[src/rtl/int16_to_fp32_seq.sv]
// Sequential signed 16-bit integer to IEEE-754 single-precision converter.
// Normalises the magnitude one bit per cycle, so latency depends on the leading-zero count.
module int16_to_fp32_seq (
    input  logic        clk,
    input  logic        rst,
    input  logic        in_valid,
    output logic        in_ready,
    input  logic [15:0] in_data,
    output logic        out_valid,
    input  logic        out_ready,
    output logic [31:0] out_data,
    output logic [1:0]  o_dbg_state
);

    localparam logic [1:0] S_IDLE = 2'd0;
    localparam logic [1:0] S_NORM = 2'd1;
    localparam logic [1:0] S_DONE = 2'd2;

    // Handshakes: a transfer happens on a rising edge where valid and ready are both 1;
    // in_ready and out_valid are pure decodes of state and never depend on the other side.

    logic [1:0]  r_state;
    logic        r_sign;
    logic [15:0] r_mag;
    logic [7:0]  r_exp;
    logic [31:0] r_out;

    logic [15:0] w_mag_abs;

    // Two's-complement negate; -32768 wraps to 0x8000, which is the correct unsigned magnitude.
    assign w_mag_abs = in_data[15] ? (~in_data + 16'd1) : in_data;

    always_ff @(posedge clk) begin
        if (rst) begin
            r_state <= S_IDLE;
            r_sign  <= 1'b0;
            r_mag   <= 16'd0;
            r_exp   <= 8'd0;
            r_out   <= 32'd0;
        end else begin
            case (r_state)
                S_IDLE: begin
                    if (in_valid) begin
                        r_sign <= in_data[15];
                        r_mag  <= w_mag_abs;
                        r_exp  <= 8'd142;
                        if (in_data == 16'd0) begin
                            r_out   <= 32'd0;
                            r_state <= S_DONE;
                        end else begin
                            r_state <= S_NORM;
                        end
                    end
                end
                S_NORM: begin
                    if (r_mag[15]) begin
                        // The leading one is implicit in the IEEE format and is dropped here.
                        r_out   <= {r_sign, r_exp, r_mag[14:0], 8'b0};
                        r_state <= S_DONE;
                    end else begin
                        r_mag <= {r_mag[14:0], 1'b0};
                        r_exp <= r_exp - 8'd1;
                    end
                end
                S_DONE: begin
                    if (out_ready) begin
                        r_state <= S_IDLE;
                    end
                end
                default: begin
                    r_state <= S_IDLE;
                end
            endcase
        end
    end

    assign in_ready    = (r_state == S_IDLE);
    assign out_valid   = (r_state == S_DONE);
    assign out_data    = r_out;
    assign o_dbg_state = r_state;

endmodule

[config.mk]
export PLATFORM = sky130hd
export DESIGN_NAME = int16_to_fp32_seq
export DESIGN_NICKNAME = d
export VERILOG_FILES = /design/src/rtl/int16_to_fp32_seq.sv
export SDC_FILE = /design/constraint.sdc
export NUM_CORES = 1
export LEC_CHECK = 0
export ABC_AREA = 1
export BUFFER_PORTS_ARGS = -buffer_cell sky130_fd_sc_hd__buf_2
export CAP_MARGIN = 20
export CELL_PAD_IN_SITES_DETAIL_PLACEMENT = 1
export CELL_PAD_IN_SITES_GLOBAL_PLACEMENT = 1
export CORE_AREA = 4 4 98 82
export CTS_BUF_LIST = sky130_fd_sc_hd__clkbuf_16
export CTS_CLUSTER_SIZE = 12
export DETAILED_ROUTE_END_ITERATION = 10
export DIE_AREA = 0 0 102 86
export PLACE_DENSITY_LB_ADDON = 0.1
export SYNTH_ARGS = -nofsm -noshare
export SYNTH_HDL_FRONTEND = slang
export SYNTH_SLANG_ARGS = --single-unit
[constraint.sdc]
create_clock -name clk -period 2 [get_ports clk]
set_input_delay 0.2 -clock clk [delete_from_list [all_inputs] [get_ports clk]]
set_output_delay 0.2 -clock clk [all_outputs]
set_load 0.005 [all_outputs]
Word level (Yosys, flattened, before mapping)
Cells that the tools add are included.
- register bits after elaboration: 59
- add/sub/neg operators: 2
- equal/unequal tests: 7
- multiplexer cells: 16
- bitwise operators: 1
- reduce and logical (&&, ||, !) cells: 8
- operators with widths (cell ; number):
    32-bit two-way mux ; 3
    32-bit case mux with 2 select lines ; 1
    16-bit two-way mux ; 3
    16-bit case mux with 2 select lines ; 1
    16-bit by 1-bit adder with 16-bit output, second input constant ; 1
    16-bit logical NOT ; 1
    8-bit two-way mux ; 2
    16-bit NOT ; 1
    8-bit case mux with 2 select lines ; 1
    2-bit two-way mux ; 4
    8-bit by 1-bit subtractor with 8-bit output, second input constant ; 1
    2-bit inequality test, second input constant ; 3
    2-bit case mux with 3 select lines ; 1
    3-bit AND reduction ; 2
    2-bit by 1-bit inequality test with 1-bit output, second input constant ; 2
    2-bit AND reduction ; 2
    4-bit AND reduction ; 1
    2-bit by 1-bit equality test with 1-bit output, second input constant ; 1
    2-bit equality test, second input constant ; 1
    2-bit logical NOT ; 1
    2-bit nonzero test ; 1

Logic depth before layout (Yosys ltp)
- word-level depth: 5
- mapped depth: 10
- gate-level depth less buffers: 10

Worst setup path before layout
No wires, ideal clock.
- path type: register to register
- start: register r_state[1] (netlist: o_dbg_state[1])
- end: register r_exp[7]
- library setup time: 0.113 ns
- data arrival time: 1.285 ns
- required time: 1.887 ns
- setup slack: 0.602 ns
- cell stages (with the launch flop): 10
- buffers on the path: 1
- clock period less this slack: 1.398 ns
- cell sequence: dfxtp_1 -> nor2_2 -> nand2_2 -> nand2_2 -> buf_6 -> nand2_4 -> o21ai_1 -> nand2_1 -> o21ai_1 -> inv_1
- cells in the longest elaborated chain, start to end: 3
- ends and longest elaborated chain (what ; RTL line ; RTL):
    start, declared ; 22 ; logic [1:0] r_state;
    start signal, assigned ; 35 ; r_state <= S_IDLE;
    start signal, assigned ; 49 ; r_state <= S_DONE;
    start signal, assigned ; 51 ; r_state <= S_NORM;
    2-bit logical NOT (*) ; -- ;
    net in_ready ; 7 ; output logic in_ready,
    2-bit inequality test (no line) or 2-bit nonzero test (tied branches) ; -- ;
    3-bit AND reduction (no line) ; -- ;
    end signal, assigned ; 62 ; r_exp <= r_exp - 8'd1;
    end, declared ; 25 ; logic [7:0] r_exp;
The timed path passes the listed nets; every way through them passes the cells marked *.
A chain may end at the register's enable or synchronous reset.

Final worst setup path
- start: register r_state[0] (netlist: o_dbg_state[0])
- end: register r_out[10] (netlist: out_data[10])
- cells in the longest elaborated chain, start to end: 3
- ends and longest elaborated chain (what ; RTL line ; RTL):
    2-bit by 1-bit equality test with 1-bit output or 2-bit logical NOT (tied branches) ; 41 ; case (r_state)
    2-bit inequality test (no line) (tied with other cells) ; -- ;
    4-bit AND reduction (no line) ; -- ;
    end signal, assigned ; 58 ; r_out <= {r_sign, r_exp, r_mag[14:0], 8'b0};
    end, declared ; 26 ; logic [31:0] r_out;
Several ways; a longest one is shown, not always the timed one.

==> results.toml <==
[clock_tree]
cts_setup_buffers = 0
clock_latency_ns = 0.29
cts.path.max_buffers = 2
clk_pin_slew_ns = 0.07
postCtsHoldBufs = 0
cts-root-buf = "clkbuf_16"
cts_tree = "yes"
ctsResizeCount = 0
numCtsBuffers = 5
cts.sink_count = 51
cts_max_level = 2

[critical_path]
critPathLaunchType = "register"
criticalPathCategory = "reg -> reg"
critPathCaptureType = "register"
crit_start = "o_dbg_state[0]$_SDFFE_PP0P_"
worstReg2RegStart = "o_dbg_state[0]$_SDFFE_PP0P_"
arrival_ns = 1.76
cp.required_ns = 2.16
cp_max_fo = 16

[logic_synthesis]
yosysUniqueCellTypes = 29
syn_area_mm2 = 0.00274
syn_avg_cell_area_um2 = 6.58
synth_cells = 417
ys_warn_count = 0
synthFlopType = "dfxtp_1"
async_flop_share_pct = 0
synth-edff-count = 0
synth_seq_cells = 51
ys_seq_area_share_pct = 37.2

[hold_path]
hold_class = "in -> reg"
hold_start = "in_data[0]"

[placement]
port_buffers = 47
dp.cells = 542
dp_hpwl_um = 6030
dpl-instance-area_mm2 = 0.00305
gp_congestion = 0.771

[cells_and_area]
antennaDiodeCount = 0
finalNonFillerCells = 550
drive_above_1_share_pct = 16.7
final_nets = 481
fillers = 974
final_common_cell = "nand2_1"
fin_util_pct = 44.6
area_growth_pct = 16.2
layout_common_cells = "nand2_1, a21oi_1, nand3_1"
post-route-cell-area_mm2 = 0.00319

[run]
cap_violations = 0

[grt]
grt_max_degree = 34
first_global_vias = 2914
grt_remaining_overflow = 0
track_usage_pct = 19.5
antenna_found_initial = 0
grt_pass1_wl_um = 13600

[route]
firstDrtPassIters = 4
routed_via_density = 5.19
dr.first_iter.drc_count = 163
num_vias = 2857
routed_wl_um = 8240
wire_per_inst_um = 15.0
drcViolationCount = 0
detail-route-antenna-nets = 0

[pwr]
peakVddDrop_mv = 0.442
power_density_mw_per_mm2 = 843
leakagePower_nw = 1.46

[sta]
rsz0062_at_grt = "no"
fmax_mhz = 626
skew_ns = 0.0109
slew_viol_final = 0
period_needed_ns = 1.60
hold_viol_final = 0
setup_violations = 0
fin_crit_sh_pct = 79.9
final.setup.tns_ns = 0
worst_slew_pin_slew_ns = 0.527
relSlewSlack_pct = 64.8

[die]
core_mm2 = 0.00715
dieArea_mm2 = 0.00877
ios = 56
rows = 28
start_util_pct = 38.4
die_height_um = 86
die_w_um = 102

[run_status]
status = "completed"
-- worst paths after layout --
kind	slack (ns)	end	cells after the start
worst max-delay path	0.40	out_data[10]$_SDFFE_PP0P_	7
worst min-delay path	0.17	r_mag[0]$_SDFFE_PP0P_	3
worst max register to register	0.40	out_data[10]$_SDFFE_PP0P_	7
worst min register to register	0.46	out_data[30]$_SDFFE_PP0P_	2
-- worst max-delay path, cell delays in order (launching register included) --
cell and delay (ns):
dfxtp_1 0.39, inv_1 0.09, nor2_4 0.20, inv_2 0.06
nand2_2 0.23, nand2_2 0.28, nand2_1 0.14, a21oi_1 0.08
-- state kept, by name, indices dropped and copies added (netlist names) --
register	count
r_exp	8
o_dbg_state	2
r_sign	1
r_mag	16
out_data	24
-- routing by layer --
layer	track usage, %	part of all wire [%]	wire length, um
met1	25.5	47	3890
met2	34.0	49	4000
met3	2.76	3.8	309
met4	4.17	0.55	45
met5	0	0	0
-- synthesized netlist by cell type (2+ instances only) --
library cell,n,area [um2]
nor2_2,2,12.5
nand4_1,2,12.5
xor2_1,2,17.5
a31oi_1,8,50.1
nand3_1,53,265
nand2_1,73,274
dfxtp_1,51,1020
buf_4,8,60.1
ha_1,2,25.0
nand2_2,5,31.3
nor2_1,41,154
o21ai_1,3,15.0
buf_2,6,30.0
o21ai_0,26,130
inv_1,46,173
inv_2,4,15.0
nor3_1,4,20.0
a21oi_1,57,285
clkbuf_1,14,52.6
-- cells by family (layout without fill, tap and decap cells) --
| group | count (synthesis) | in the layout | share of synthesized area [%] |
|---|---|---|---|
| AND/OR/NAND/NOR | 185 | 185 | 30.2 |
| AO/OA/AOI/OAI | 97 | 97 | 18.4 |
| buffers and inverters | 79 | 115 | 12.5 |
| flip-flops | 51 | 51 | 37.2 |
| adder cells (fa/ha/maj) | 2 | 2 | 0.912 |
| XOR/XNOR | 2 | 2 | 0.639 |
| other | 1 | 8 | 0.137 |
-- where the power goes --
| part | total, W | leakage, nW | internal (W) | switching, W |
|---|---|---|---|---|
| Clock | 0.000808 | 0.0701 | 0.000451 | 0.000357 |
| Sequential | 0.00118 | 0.418 | 0.00112 | 0.0000648 |
| Combinational | 0.000697 | 0.967 | 0.000231 | 0.000466 |
-- per-stage QoR --
| step | power (W) | hold WS [ns] | setup WS [ns] |
|---|---|---|---|
| 2_1_floorplan | 0.00168 | 0.269 | 0.602 |
| 3_3_place_gp | 0.00187 | 0.445 | 0.285 |
| 4_1_cts | 0.00271 | 0.175 | 0.389 |
| 6_report | 0.00269 | 0.171 | 0.403 |
| 5_1_grt | 0.00286 | 0.197 | 0.237 |
| 3_5_place_dp | 0.00189 | 0.452 | 0.200 |
-- layout make-up --
type | count | area [um2] | area share (%)
Clock buffer | 5 | 125 | 3.93
Clock inverter | 3 | 11.3 | 0.353
Timing Repair Buffer | 57 | 323 | 10.1
Inverter | 50 | 188 | 5.89
Sequential cell | 51 | 1020 | 32.0
Tap cell | 90 | 113 | 3.53
Multi-Input combinational cell | 294 | 1410 | 44.1
(Power assumes the default switching activity.)
